$ cat config.mk
export PLATFORM = sky130hd
export DESIGN_NAME = iter_shift_unit
export DESIGN_NICKNAME = d
export VERILOG_FILES = /design/src/rtl/iter_shift_unit.sv
export SDC_FILE = /design/constraint.sdc
export NUM_CORES = 1
export LEC_CHECK = 0
export ABC_AREA = 1
export ABC_CLOCK_PERIOD_IN_PS = 1450
export BUFFER_PORTS_ARGS = -buffer_cell sky130_fd_sc_hd__clkbuf_2
export CELL_PAD_IN_SITES_DETAIL_PLACEMENT = 0
export CELL_PAD_IN_SITES_GLOBAL_PLACEMENT = 1
export CORE_AREA = 2 2 45 78
export CTS_CLUSTER_DIAMETER = 100
export CTS_CLUSTER_SIZE = 24
export DETAILED_ROUTE_END_ITERATION = 8
export DIE_AREA = 0 0 47 80
export PLACE_DENSITY_LB_ADDON = 0.1
export SLEW_MARGIN = 20
export SYNTH_ARGS = -nofsm -noshare
export SYNTH_HDL_FRONTEND = slang
export SYNTH_SLANG_ARGS = --single-unit
$ cat constraint.sdc
create_clock -name clk_i -period 1.45 [get_ports clk_i]
set_input_delay 0.2175 -clock clk_i [delete_from_list [all_inputs] [get_ports clk_i]]
set_output_delay 0.2175 -clock clk_i [all_outputs]
set_load 0.01 [all_outputs]
$ cat src/rtl/iter_shift_unit.sv
// Iterative shift unit: logical left/right, arithmetic right and rotate left,
// one bit position per clock, with a one-cycle done pulse on completion.
module iter_shift_unit #(
  parameter int unsigned WIDTH = 8
) (
  input  logic               clk_i,
  input  logic               rst_i,
  input  logic               start_i,
  input  logic [1:0]         op_i,
  input  logic [WIDTH-1:0]   a_i,
  input  logic [WIDTH-1:0]   b_i,
  output logic               busy_o,
  output logic               done_o,
  output logic [WIDTH-1:0]   result_o
);

  localparam int unsigned CW = $clog2(WIDTH + 1);
  localparam int unsigned LW = $clog2(WIDTH);

  localparam logic [1:0] OP_SLL = 2'b00;
  localparam logic [1:0] OP_SRL = 2'b01;
  localparam logic [1:0] OP_SRA = 2'b10;
  localparam logic [1:0] OP_ROL = 2'b11;

  typedef enum logic [1:0] {
    S_IDLE  = 2'b00,
    S_SHIFT = 2'b01,
    S_DONE  = 2'b10
  } state_t;

  state_t           state_q, state_d;
  logic [WIDTH-1:0] result_q, result_d;
  logic [1:0]       op_q, op_d;
  logic [CW-1:0]    cnt_q, cnt_d;
  logic             busy_q, busy_d;
  logic             done_q, done_d;

  logic [CW-1:0]    eff_cnt;
  logic [WIDTH-1:0] shifted;
  logic             accept;

  // Effective shift count: rotate wraps modulo WIDTH, the others saturate at WIDTH
  always_comb begin
    eff_cnt = '0;
    if (op_i == OP_ROL) begin
      eff_cnt = CW'(b_i[LW-1:0]);
    end else if (b_i >= WIDTH'(WIDTH)) begin
      eff_cnt = CW'(WIDTH);
    end else begin
      eff_cnt = CW'(b_i);
    end
  end

  // One-position shift of the working value in the captured direction
  always_comb begin
    shifted = result_q;
    case (op_q)
      OP_SLL:  shifted = {result_q[WIDTH-2:0], 1'b0};
      OP_SRL:  shifted = {1'b0, result_q[WIDTH-1:1]};
      OP_SRA:  shifted = {result_q[WIDTH-1], result_q[WIDTH-1:1]};
      OP_ROL:  shifted = {result_q[WIDTH-2:0], result_q[WIDTH-1]};
      default: shifted = result_q;
    endcase
  end

  // Next-state, datapath and output decode
  always_comb begin
    state_d  = state_q;
    result_d = result_q;
    op_d     = op_q;
    cnt_d    = cnt_q;
    accept   = 1'b0;

    case (state_q)
      S_IDLE: begin
        if (start_i) accept = 1'b1;
      end
      S_SHIFT: begin
        result_d = shifted;
        cnt_d    = cnt_q - CW'(1);
        if (cnt_q == CW'(1)) state_d = S_DONE;
      end
      S_DONE: begin
        if (start_i) accept = 1'b1;
        else         state_d = S_IDLE;
      end
      default: state_d = S_IDLE;
    endcase

    // A start in DONE is taken exactly like one in IDLE, giving back-to-back operation
    if (accept) begin
      result_d = a_i;
      op_d     = op_i;
      cnt_d    = eff_cnt;
      state_d  = (eff_cnt == '0) ? S_DONE : S_SHIFT;
    end

    busy_d = (state_d == S_SHIFT);
    done_d = (state_d == S_DONE);
  end

  // State and datapath registers with synchronous reset
  always_ff @(posedge clk_i) begin
    if (rst_i) begin
      state_q  <= S_IDLE;
      result_q <= '0;
      op_q     <= OP_SLL;
      cnt_q    <= '0;
      busy_q   <= 1'b0;
      done_q   <= 1'b0;
    end else begin
      state_q  <= state_d;
      result_q <= result_d;
      op_q     <= op_d;
      cnt_q    <= cnt_d;
      busy_q   <= busy_d;
      done_q   <= done_d;
    end
  end

  assign busy_o   = busy_q;
  assign done_o   = done_q;
  assign result_o = result_q;

endmodule
==> results_tabular.tex, run 1 <==
\begin{tabular}{lr}
\hline
Metric & Value \\
\hline
\multicolumn{2}{l}{\textbf{Status}} \\
Run status & finished, final reports clean \\
\multicolumn{2}{l}{\textbf{Route}} \\
Met1 Wirelength & approximately 1.1 mm \\
Top layer reached by signal wires & met4 \\
Met2 Wirelength & 1.48 mm \\
Initial DRC Count & 8 \\
Detailed-route wire length per cell & 12.0 µm \\
Routed vias/inst & between 4 and 5 \\
Total wire length & 2.67 mm \\
DRC viols & 0 \\
Routed Antenna Nets & 0 \\
Met3 routed WL & around 100 µm \\
TritonRoute pass-1 iters & 4 \\
Vias post-DR & 1,019 \\
\multicolumn{2}{l}{\textbf{STA}} \\
Max Clock Freq & 789 MHz \\
Final Skew & roughly 0.0030 ns \\
Total count of hold-check failures in the final report & 0 \\
Total Neg Setup Slack & 0 ns \\
Final setup vio count & 0 \\
Worst Tran Pin Value & slightly above 0.3 ns \\
Max-slew violation count & 0 \\
Tcrit/Tclk final & between 80\% and 90\% \\
Time the final worst path needs with I/O delays and setup & roughly 1.3 ns \\
Setup repair after global routing missed its margin & false \\
Worst slew slack as a fraction of its limit & 79.3\% \\
\multicolumn{2}{l}{\textbf{Synthesis}} \\
Mapped cell area & 1030 µm² \\
Synthesized netlist cell count & 150 \\
Nets in the synthesized netlist & 173 \\
Post-Syn Area per Cell & between 6 and 7 µm² \\
Cell taking the most area after synthesis & sky130\_fd\_sc\_hd\_\_dfxtp\_1 \\
Yosys reg bits & 18 \\
Number of distinct standard cells referenced by the synthesized netlist & 22 \\
Yosys synthesis warning count & 0 \\
Sequential-to-total area share from yosys stat & about a third \\
Top cells by area, synth & sky130\_fd\_sc\_hd\_\_dfxtp\_1 35\%, sky130\_fd\_sc\_hd\_\_nand2\_1 13\%, sky130\_fd\_sc\_hd\_\_a21oi\_1 8.3\% \\
Post-synth top area share & 35.0\% \\
\multicolumn{2}{l}{\textbf{Setup path}} \\
Number of cell instances on the worst register-to-register path & 5 \\
FF-to-FF setup slack & roughly 0.18 ns \\
Endpoint arrival time on the critical path & 1.41 ns \\
Reg2reg end & cnt\_q[2]\$\_SDFFE\_PP0P\_ \\
Crit path buf inv count & 1 \\
Category of the worst setup path capture point & flip-flop \\
RR Startpoint & cnt\_q[0]\$\_SDFFE\_PP0P\_ \\
Crit-path slowest cell & sky130\_fd\_sc\_hd\_\_dfxtp\_1 \\
Cell chain of the critical path & inv\_1, ha\_1, xor2\_1, o21ai\_0, a21oi\_1 \\
Delay of the slowest cell on the worst path & between 0.3 and 0.4 ns \\
Critical setup path kind & flip-flop to flip-flop \\
Startpoint types & flip-flop \\
CP required & $\sim$1.6 ns \\
Crit-path leading delay family & compound AO/OA/AOI/OAI gates \\
Launching element of the worst setup path & cnt\_q[0]\$\_SDFFE\_PP0P\_ \\
Peak fanout along the critical path & 3 \\
\multicolumn{2}{l}{\textbf{Flow run}} \\
Max-cap viol count & 0 \\
\multicolumn{2}{l}{\textbf{Final layout}} \\
Highest-count cells in the layout ignoring fill and taps & 35 x sky130\_fd\_sc\_hd\_\_nand2\_1, 30 x sky130\_fd\_sc\_hd\_\_clkbuf\_2, 18 x sky130\_fd\_sc\_hd\_\_dfxtp\_1 \\
Relative area change from synthesis to final layout & 20.4\% \\
Number of nets in the final layout & 203 \\
Final Util & between 30\% and 40\% \\
Ant diodes & 0 \\
Layout Cells excl Fill & 222 \\
Share of layout cells above drive strength 1 & 27.9\% \\
Most frequent standard cell in the layout excluding fill and tap cells & sky130\_fd\_sc\_hd\_\_nand2\_1 \\
\multicolumn{2}{l}{\textbf{Placed design}} \\
HPWL after detailed placement & 2.11 mm \\
Placed insts & 218 \\
Number of buffers inserted by port buffering & 30 \\
Weighted congestion reported at the end of routability-driven placement & 0.787 \\
\multicolumn{2}{l}{\textbf{Floorplan}} \\
Overall die area & 3760 µm² \\
Initial standard-cell utilization of the core & 33.2\% \\
Placeable core area & 3110 µm² \\
Number of placed I/O pins & 31 \\
Count of standard-cell rows & 27 \\
Horiz. Die Dim & $\sim$47 µm \\
Vertical die dimension & about 80 µm \\
\multicolumn{2}{l}{\textbf{GRT}} \\
Initial antenna violation count & 0 \\
Wire length of the first global-routing pass & 4.47 mm \\
Total congestion overflow & 0 \\
Vias in the first global route & 1,024 \\
Largest net degree at the start of global routing & 14 \\
Overall track demand over capacity in global routing & 16.6\% \\
\multicolumn{2}{l}{\textbf{Clocking}} \\
Post-CTS clock slew at the launch and capture registers of the worst setup and hold paths & around 0.070 ns \\
Hold\_buf cts & 0 \\
Setup repair bufs after CTS & 0 \\
Total of cells resized after clock tree synthesis & 0 \\
Clock sink count & 18 \\
TritonCTS clock tree & built \\
Num CTS Buffers & 3 \\
Deepest level of the CTS H-tree & 1 \\
Buffers from clock root to sink, at most & 2 \\
Clock insertion delay at the later pin of the skew report & 0.25 ns \\
Root Driver & sky130\_fd\_sc\_hd\_\_clkbuf\_8 \\
\multicolumn{2}{l}{\textbf{Power and ir drop}} \\
Leakage power & a little under 0.6 nW \\
Cell area power density & 1080 nW/µm² \\
Largest voltage drop on the vdd net & 0.593 mV \\
\multicolumn{2}{l}{\textbf{Worst hold path}} \\
Number of cells on the worst hold path & 3 \\
Endpoint of the worst hold-timing path & op\_q[1]\$\_SDFFE\_PP0P\_ \\
Class of the worst hold path & primary input to flip-flop \\
Beginning of the worst hold path & op\_i[1] \\
\hline
\end{tabular}
==> worst min-delay path, stage by stage <==
cell                       delay, ns
sky130_fd_sc_hd__clkbuf_2       0.09
sky130_fd_sc_hd__nand2_1        0.06
sky130_fd_sc_hd__a21oi_1        0.05
==> flip-flops by register name, summed over array words and instances (netlist names) <==
name,count
state_q,2
cnt_q,4
busy_o,1
result_o,8
done_o,1
op_q,2
==> layer usage <==
layer	vias up	track usage (%)
met3	4	2.49
met5	-	0
li1	535	-
met2	20	30.4
met4	0	5.83
met1	460	17.9
==> stage by stage <==
| stage | hold slack (ns) | setup WS [ns] | instance area, µm² | power [W] |
|---|---|---|---|---|
| after CTS | 0.203 | 0.193 | 1240 | 0.00135 |
| after global placement | 0.469 | 0.167 | 1190 | 0.000935 |
| after global routing | 0.212 | 0.134 | 1240 | 0.00143 |
| final | 0.207 | 0.182 | 1240 | 0.00134 |
| after floorplan | 0.359 | 0.414 | 1030 | 0.000839 |
| after detailed placement | 0.475 | 0.202 | 1190 | 0.000936 |
==> kinds of logic (layout without fill, tap and decap cells) <==
group                    count (synthesis)  count (layout)  synth area share (%)
XOR/XNOR                                 1               1                 0.850
AND/OR/NAND/NOR                         72              72                  33.4
AO/OA/AOI/OAI                           31              31                  16.0
buffers and inverters                   26              55                  12.4
flip-flops                              18              18                  35.0
adder cells (fa/ha/maj)                  2               2                  2.43
==> synth_stat cells (all sizes together) <==
cell type / instances
clkbuf: 1
nor2: 10
or2: 3
a21oi: 18
o21ai: 12
buf: 4
nor3: 1
ha: 2
o211ai: 1
nand3: 16
nand2: 42
dfxtp: 18
xor2: 1
inv: 21
==> power breakdown <==
group	switching (W)	internal, W
registers	0.0000401	0.000542
logic	0.000210	0.000127
clock network	0.000175	0.000241
total	0.000425	0.000911
==> worst max path at each step <==
stage	end	slack (ns)	depth (start not counted)
finish	cnt_q[2]$_SDFFE_PP0P_	0.18	5
global route	cnt_q[2]$_SDFFE_PP0P_	0.13	5
CTS	cnt_q[2]$_SDFFE_PP0P_	0.19	5
detailed placement	cnt_q[2]$_SDFFE_PP0P_	0.20	5
global placement	cnt_q[2]$_SDFFE_PP0P_	0.17	5
floorplan	cnt_q[2]$_SDFFE_PP0P_	0.41	5
==> area by class of cell <==
cell class	instances	area [µm²]
inverters	21	78.8
clock buffers	4	55.1
repair buffers	30	150
flip-flops and latches	18	360
well taps	43	53.8
multi-input cells	106	543
fillers	356	1870
(Power assumes the default switching activity.)
==> run 2: changes to the inputs <==
Settings changed: ABC_CLOCK_PERIOD_IN_PS 1450 to 1300, MAX_ROUTING_LAYER from default to met4, RECOVER_POWER from default to 25.
Clock period 1.45 ns to 1.3 ns, I/O delays scaled along.
==> results_tabular.tex, run 2 (synthesis gave the netlist of run 1 again) <==
\begin{tabular}{lr}
\hline
Metric & Value \\
\hline
\multicolumn{2}{l}{\textbf{Power and ir drop}} \\
Relative contribution of combinational cells to total power & 24.9\% (-0.3 points) \\
Cell area power density & 1210 nW/µm² (+12\%) \\
Sequential fraction of design power & 43.3\% (-0.3 points) \\
Clock power frac & 31.8\% (+0.6 points) \\
Net switching power of the design & 0.000485 W (+14\%) \\
Sw Ratio & 32.4\% (+0.56 points) \\
Leakage power & 0.577 nW (-2.6\%) \\
Largest voltage drop on the vdd net & 0.622 mV (+4.9\%) \\
P\_int & 0.00101 W (+11\%) \\
\multicolumn{2}{l}{\textbf{Worst hold path}} \\
Class of the worst hold path & primary input to flip-flop \\
\multicolumn{2}{l}{\textbf{Final layout}} \\
Highest-count cells in the layout ignoring fill and taps & 35 x sky130\_fd\_sc\_hd\_\_nand2\_1, 24 x sky130\_fd\_sc\_hd\_\_clkbuf\_2, 18 x sky130\_fd\_sc\_hd\_\_dfxtp\_1 \\
Relative area change from synthesis to final layout & 20.4\% (unchanged) \\
Share of layout cells above drive strength 1 & 25.0\% (-2.9 points) \\
Final Util & 39.9\% (unchanged) \\
Ant diodes & 0 (unchanged) \\
Most frequent standard cell in the layout excluding fill and tap cells & sky130\_fd\_sc\_hd\_\_nand2\_1 \\
Number of nets in the final layout & 204 (+0.49\%) \\
Number of flip-flops under the largest register name & 8 (unchanged) \\
\multicolumn{2}{l}{\textbf{Placed design}} \\
Number of buffers inserted by port buffering & 30 (unchanged) \\
HPWL after detailed placement & 2.11 mm (+0.15\%) \\
Weighted congestion reported at the end of routability-driven placement & 0.782 (-0.66\%) \\
\multicolumn{2}{l}{\textbf{Route}} \\
Routed Antenna Nets & 0 (unchanged) \\
Total wire length & 2.70 mm (+0.90\%) \\
Vias post-DR & 1,012 (-0.69\%) \\
Routed vias/inst & 4.54 (-1.1\%) \\
Detailed-route wire length per cell & 12.1 µm (+0.45\%) \\
TritonRoute pass-1 iters & 4 (unchanged) \\
Initial DRC Count & 19 (+11) \\
DRC viols & 0 (unchanged) \\
\multicolumn{2}{l}{\textbf{Clocking}} \\
Deepest level of the CTS H-tree & 1 (unchanged) \\
TritonCTS clock tree & built \\
Buffers from clock root to sink, at most & 2 (unchanged) \\
Clock insertion delay at the later pin of the skew report & 0.26 ns (about the same) \\
Clock sink count & 18 (unchanged) \\
Post-CTS clock slew at the launch and capture registers of the worst setup and hold paths & 0.08 ns (about the same) \\
Num CTS Buffers & 3 (unchanged) \\
Setup repair bufs after CTS & 0 (unchanged) \\
Root Driver & sky130\_fd\_sc\_hd\_\_clkbuf\_8 \\
\multicolumn{2}{l}{\textbf{STA}} \\
Setup repair after global routing missed its margin & false \\
Tcrit/Tclk final & 90.0\% (+2.6 points) \\
Final Skew & 0.00396 ns (+0.000998 ns) \\
Total Neg Setup Slack & 0 ns (unchanged) \\
Max Clock Freq & 855 MHz (+8.3\%) \\
Time the final worst path needs with I/O delays and setup & 1.17 ns (-0.0976 ns) \\
Worst slew slack as a fraction of its limit & 76.4\% (-2.9 points) \\
Worst Tran Pin Value & 0.351 ns (+0.0435 ns) \\
Total count of hold-check failures in the final report & 0 (unchanged) \\
Max-slew violation count & 0 (unchanged) \\
Final setup vio count & 0 (unchanged) \\
\multicolumn{2}{l}{\textbf{Setup path}} \\
CP required & 1.49 ns (-0.10 ns) \\
Startpoint types & flip-flop \\
Crit path buf inv count & 3 (+2) \\
Critical path depth & 7 (+2) \\
Category of the worst setup path capture point & flip-flop \\
Launching element of the worst setup path & state\_q[0]\$\_SDFF\_PP0\_ \\
Crit-path leading delay family & buffers and inverters \\
Most frequent cell on the critical path & sky130\_fd\_sc\_hd\_\_inv\_2 \\
FF-to-FF setup slack & 0.13 ns (-0.05 ns) \\
Number of cell instances on the worst register-to-register path & 7 (+2) \\
Destination of the critical timing path & result\_o[6]\$\_SDFFE\_PP0P\_ \\
Critical setup path kind & flip-flop to flip-flop \\
Crit-path slowest cell & sky130\_fd\_sc\_hd\_\_dfxtp\_1 \\
Delay of the slowest cell on the worst path & 0.33 ns (-0.02 ns) \\
Reg2reg end & result\_o[6]\$\_SDFFE\_PP0P\_ \\
Peak fanout along the critical path & 13 (+10) \\
Cell chain of the critical path & inv\_2, nand2\_4, inv\_2, nand2\_1, o21ai\_1, inv\_1, a21oi\_1 \\
Endpoint arrival time on the critical path & 1.36 ns (-0.05 ns) \\
RR Startpoint & state\_q[0]\$\_SDFF\_PP0\_ \\
\multicolumn{2}{l}{\textbf{Floorplan}} \\
Overall die area & 3760 µm² (unchanged) \\
Placeable core area & 3110 µm² (unchanged) \\
Vertical die dimension & 80 µm (unchanged) \\
Number of placed I/O pins & 31 (unchanged) \\
Horiz. Die Dim & 47 µm (unchanged) \\
Initial standard-cell utilization of the core & 33.2\% (unchanged) \\
Count of standard-cell rows & 27 (unchanged) \\
\multicolumn{2}{l}{\textbf{GRT}} \\
Total congestion overflow & 0 (unchanged) \\
Initial antenna violation count & 0 (unchanged) \\
Largest net degree at the start of global routing & 14 (unchanged) \\
Overall track demand over capacity in global routing & 17.1\% (+0.55 points) \\
Vias in the first global route & 987 (-3.6\%) \\
Wire length of the first global-routing pass & 4.50 mm (+0.60\%) \\
\multicolumn{2}{l}{\textbf{Flow run}} \\
Max-cap viol count & 0 (unchanged) \\
\multicolumn{2}{l}{\textbf{Status}} \\
Run status & finished, final reports clean \\
\hline
\end{tabular}
## run 2: power groups by stage
stage          Combinational, W  Clock (W)  Sequential [W]
6_report               0.000374   0.000476        0.000649
5_1_grt                0.000432   0.000506        0.000657
4_1_cts                0.000383   0.000478        0.000650
3_5_place_dp           0.000382          0        0.000663
3_3_place_gp           0.000384          0        0.000661
2_1_floorplan          0.000270          0        0.000666
## run 2: metrics by stage
step,instance area (µm²),setup WS (ns),hold WS [ns],total power [W],cells
6_report,1240,0.130,0.184,0.00150,223
5_1_grt,1240,0.0243,0.194,0.00159,223
4_1_cts,1250,0.0470,0.185,0.00151,223
3_5_place_dp,1190,0.0695,0.457,0.00104,219
3_3_place_gp,1190,0.0103,0.448,0.00105,219
2_1_floorplan,1030,0.264,0.337,0.000936,150
## run 2: worst min path at each step
stage | end | cells after the start | startpoint | slack (ns)
finish | op_q[1]$_SDFFE_PP0P_ | 3 | op_i[1] | 0.18
global route | op_q[1]$_SDFFE_PP0P_ | 3 | op_i[1] | 0.19
CTS | op_q[1]$_SDFFE_PP0P_ | 3 | op_i[1] | 0.18
detailed placement | cnt_q[1]$_SDFFE_PP0P_ | 3 | b_i[1] | 0.46
floorplan | cnt_q[1]$_SDFFE_PP0P_ | 2 | b_i[1] | 0.34
global placement | op_q[1]$_SDFFE_PP0P_ | 3 | op_i[1] | 0.45
## run 2: what timing repair did
item	in CTS	in global routing
endpoints found under the setup margin	0	1
hold buffers	0	0
gates resized for setup	0	1
## run 2: worst min-delay path, cell delays in order
cell and delay [ns]:
sky130_fd_sc_hd__clkbuf_2 0.09, sky130_fd_sc_hd__nand2_1 0.06, sky130_fd_sc_hd__a21oi_1 0.05
## run 2: cell type report
| cell class | instances | area [µm²] |
|---|---|---|
| Tap cell | 43 | 53.8 |
| Multi-Input combinational cell | 106 | 543 |
| Clock buffer | 4 | 55.1 |
| Sequential cell | 18 | 360 |
| Inverter | 21 | 78.8 |
| Timing Repair Buffer | 31 | 150 |
| Fill cell | 366 | 1870 |
## run 2: layer usage
metal | vias up | share of wire (%) | global-route usage, % | wire length [µm]
met5 | - | 0 | - | 0
met4 | 0 | 1.8 | 6.67 | 48
met3 | 4 | 2.4 | 2.04 | 65
met2 | 17 | 56 | 29.7 | 1520
met1 | 451 | 40 | 18.9 | 1070
li1 | 540 | - | - | -
==> run 3: changes to the inputs <==
Settings changed: BUFFER_PORTS_ARGS -buffer_cell sky130_fd_sc_hd__clkbuf_2 to -buffer_cell sky130_fd_sc_hd__buf_4.
==> results_tabular.tex, run 3 (synthesis gave the netlist of run 1 again) <==
\begin{tabular}{lr}
\hline
Metric & Value \\
\hline
\multicolumn{2}{l}{\textbf{Setup path}} \\
Endpoint arrival time on the critical path & 1.34 ns (-0.02 ns) \\
Number of cell instances on the worst register-to-register path & 5 (-2) \\
Launching element of the worst setup path & state\_q[0]\$\_SDFF\_PP0\_ \\
Crit-path leading delay family & simple AND/OR/NAND/NOR gates \\
RR Startpoint & state\_q[0]\$\_SDFF\_PP0\_ \\
Cell chain of the critical path & nand2\_2, inv\_4, nand3\_2, or2\_0, a21oi\_1 \\
FF-to-FF setup slack & 0.14 ns (about the same) \\
Reg2reg end & cnt\_q[3]\$\_SDFFE\_PP0P\_ \\
Crit path buf inv count & 1 (-2) \\
Critical setup path kind & flip-flop to flip-flop \\
Delay of the slowest cell on the worst path & 0.36 ns (+0.03 ns) \\
CP required & 1.48 ns (about the same) \\
Critical path depth & 5 (-2) \\
Destination of the critical timing path & cnt\_q[3]\$\_SDFFE\_PP0P\_ \\
Startpoint types & flip-flop \\
Category of the worst setup path capture point & flip-flop \\
Crit-path slowest cell & sky130\_fd\_sc\_hd\_\_dfxtp\_1 \\
Peak fanout along the critical path & 11 (-2) \\
\multicolumn{2}{l}{\textbf{STA}} \\
Worst slack on hold paths & 0.188 ns (+0.00431 ns) \\
Worst Tran Pin Value & 0.272 ns (-0.0788 ns) \\
Final Skew & 0.00116 ns (-0.00280 ns) \\
Max Clock Freq & 863 MHz (+0.95\%) \\
Time the final worst path needs with I/O delays and setup & 1.16 ns (-0.0110 ns) \\
Setup repair after global routing missed its margin & false \\
Max-slew violation count & 0 (unchanged) \\
Final setup vio count & 0 (unchanged) \\
Worst slew slack as a fraction of its limit & 81.7\% (+5.3 points) \\
Total count of hold-check failures in the final report & 0 (unchanged) \\
Total Neg Setup Slack & 0 ns (unchanged) \\
Tcrit/Tclk final & 89.1\% (-0.85 points) \\
\multicolumn{2}{l}{\textbf{Worst hold path}} \\
Class of the worst hold path & primary input to flip-flop \\
\multicolumn{2}{l}{\textbf{Final layout}} \\
Number of nets in the final layout & 204 (unchanged) \\
Number of flip-flops under the largest register name & 8 (unchanged) \\
Layout Cells excl Fill & 223 (unchanged) \\
Share of layout cells above drive strength 1 & 25.0\% (unchanged) \\
Highest-count cells in the layout ignoring fill and taps & 35 x sky130\_fd\_sc\_hd\_\_nand2\_1, 25 x sky130\_fd\_sc\_hd\_\_buf\_4, 18 x sky130\_fd\_sc\_hd\_\_dfxtp\_1 \\
Ant diodes & 0 (unchanged) \\
Most frequent standard cell in the layout excluding fill and tap cells & sky130\_fd\_sc\_hd\_\_nand2\_1 \\
Relative area change from synthesis to final layout & 26.5\% \\
\multicolumn{2}{l}{\textbf{Floorplan}} \\
Vertical die dimension & 80 µm (unchanged) \\
Placeable core area & 3110 µm² (unchanged) \\
Initial standard-cell utilization of the core & 33.2\% (unchanged) \\
Overall die area & 3760 µm² (unchanged) \\
Horiz. Die Dim & 47 µm (unchanged) \\
Number of placed I/O pins & 31 (unchanged) \\
Count of standard-cell rows & 27 (unchanged) \\
\multicolumn{2}{l}{\textbf{Route}} \\
TritonRoute pass-1 iters & 4 (unchanged) \\
DRC viols & 0 (unchanged) \\
Total wire length & 2.72 mm (+0.89\%) \\
Routed Antenna Nets & 0 (unchanged) \\
Detailed-route wire length per cell & 12.2 µm (+0.89\%) \\
Vias post-DR & 998 (-1.4\%) \\
Routed vias/inst & 4.48 (-1.4\%) \\
Initial DRC Count & 24 (+5) \\
\multicolumn{2}{l}{\textbf{Clocking}} \\
Clock sink count & 18 (unchanged) \\
Clock insertion delay at the later pin of the skew report & 0.26 ns (about the same) \\
Root Driver & sky130\_fd\_sc\_hd\_\_clkbuf\_8 \\
Deepest level of the CTS H-tree & 1 (unchanged) \\
Buffers from clock root to sink, at most & 2 (unchanged) \\
Post-CTS clock slew at the launch and capture registers of the worst setup and hold paths & 0.07 ns (about the same) \\
Num CTS Buffers & 3 (unchanged) \\
TritonCTS clock tree & built \\
\multicolumn{2}{l}{\textbf{Power and ir drop}} \\
Leakage power & 0.593 nW (+2.7\%) \\
Overall Power & 0.00152 W (+1.7\%) \\
Cell area power density & 1170 nW/µm² (-3.2\%) \\
Largest voltage drop on the vdd net & 0.622 mV (about the same) \\
\multicolumn{2}{l}{\textbf{Placed design}} \\
Weighted congestion reported at the end of routability-driven placement & 0.811 (+3.8\%) \\
HPWL after detailed placement & 2.16 mm (+2.3\%) \\
Placed insts & 219 (unchanged) \\
Number of buffers inserted by port buffering & 30 (unchanged) \\
\multicolumn{2}{l}{\textbf{GRT}} \\
Met1 capacity usage during global routing & 19.7\% (+0.77 points) \\
Total congestion overflow & 0 (unchanged) \\
Global-route met3 utilization & 2.26\% (+0.23 points) \\
GRT Max-Usage Layer & met2 \\
Global routing usage on met2 & 31.0\% (+1.2 points) \\
Wire length of the first global-routing pass & 4.64 mm (+3.2\%) \\
Overall track demand over capacity in global routing & 17.7\% (+0.56 points) \\
Initial antenna violation count & 0 (unchanged) \\
Largest net degree at the start of global routing & 14 (unchanged) \\
Vias in the first global route & 1,035 (+4.9\%) \\
\multicolumn{2}{l}{\textbf{Status}} \\
Run status & finished, final reports clean \\
\multicolumn{2}{l}{\textbf{Flow run}} \\
Max-cap viol count & 0 (unchanged) \\
\hline
\end{tabular}
-- run 3: changes by cell type in the layout (fill, tap and decap cells not counted) --
cell | before | now
sky130_fd_sc_hd__buf_4 | 1 | 25
sky130_fd_sc_hd__clkbuf_2 | 24 | 0
sky130_fd_sc_hd__inv_2 | 5 | 4
sky130_fd_sc_hd__inv_4 | 0 | 1
sky130_fd_sc_hd__o21ai_0 | 7 | 8
sky130_fd_sc_hd__o21ai_1 | 4 | 3
-- run 3: routing by layer --
| layer | vias to the layer above | part of all wire, % |
|---|---|---|
| li1 | 534 | - |
| met1 | 441 | 38 |
| met2 | 18 | 57 |
| met3 | 5 | 3.3 |
| met4 | 0 | 1.5 |
| met5 | - | 0 |
-- run 3: report_power, final --
part / internal (W) / total (W) / switching, W
clock network: 0.000270 / 0.000476 / 0.000207
logic: 0.000165 / 0.000400 / 0.000235
registers: 0.000605 / 0.000648 / 0.0000434
-- run 3: metrics by stage --
stage          setup slack, ns  cell area, µm²  utilization, %
3_5_place_dp             0.104            1270            40.8
5_1_grt                 0.0338            1300            41.9
2_1_floorplan            0.264            1030               -
4_1_cts                 0.0951            1320            42.6
6_report                 0.141            1300            41.9
3_3_place_gp             0.128            1270            40.8
-- run 3: area by class of cell --
cell class,count,area (µm²)
repair buffers,31,210
fillers,357,1800
multi-input cells,106,543
well taps,43,53.8
clock buffers,4,55.1
flip-flops and latches,18,360
inverters,21,81.3
-- run 3: worst reg2reg max path, cell delays in order (launching register included) --
cell and delay (ns):
sky130_fd_sc_hd__dfxtp_1 0.36, sky130_fd_sc_hd__nand2_2 0.13, sky130_fd_sc_hd__inv_4 0.14, sky130_fd_sc_hd__nand3_2 0.08, sky130_fd_sc_hd__or2_0 0.20, sky130_fd_sc_hd__a21oi_1 0.17
-- run 3: worst min path at each step --
stage / startpoint / end / slack [ns] / cells after the start
floorplan: b_i[1] / cnt_q[1]$_SDFFE_PP0P_ / 0.34 / 2
global placement: b_i[1] / cnt_q[1]$_SDFFE_PP0P_ / 0.44 / 3
detailed placement: b_i[1] / cnt_q[1]$_SDFFE_PP0P_ / 0.46 / 3
CTS: rst_i / result_o[5]$_SDFFE_PP0P_ / 0.19 / 2
global route: op_i[1] / op_q[1]$_SDFFE_PP0P_ / 0.20 / 3
finish: rst_i / result_o[5]$_SDFFE_PP0P_ / 0.19 / 2
-- run 3: repair_timing --
action	in CTS	in global routing
buffers inserted	0	0
hold buffers	0	0
gates resized for setup	0	1
setup endpoints to repair	0	1
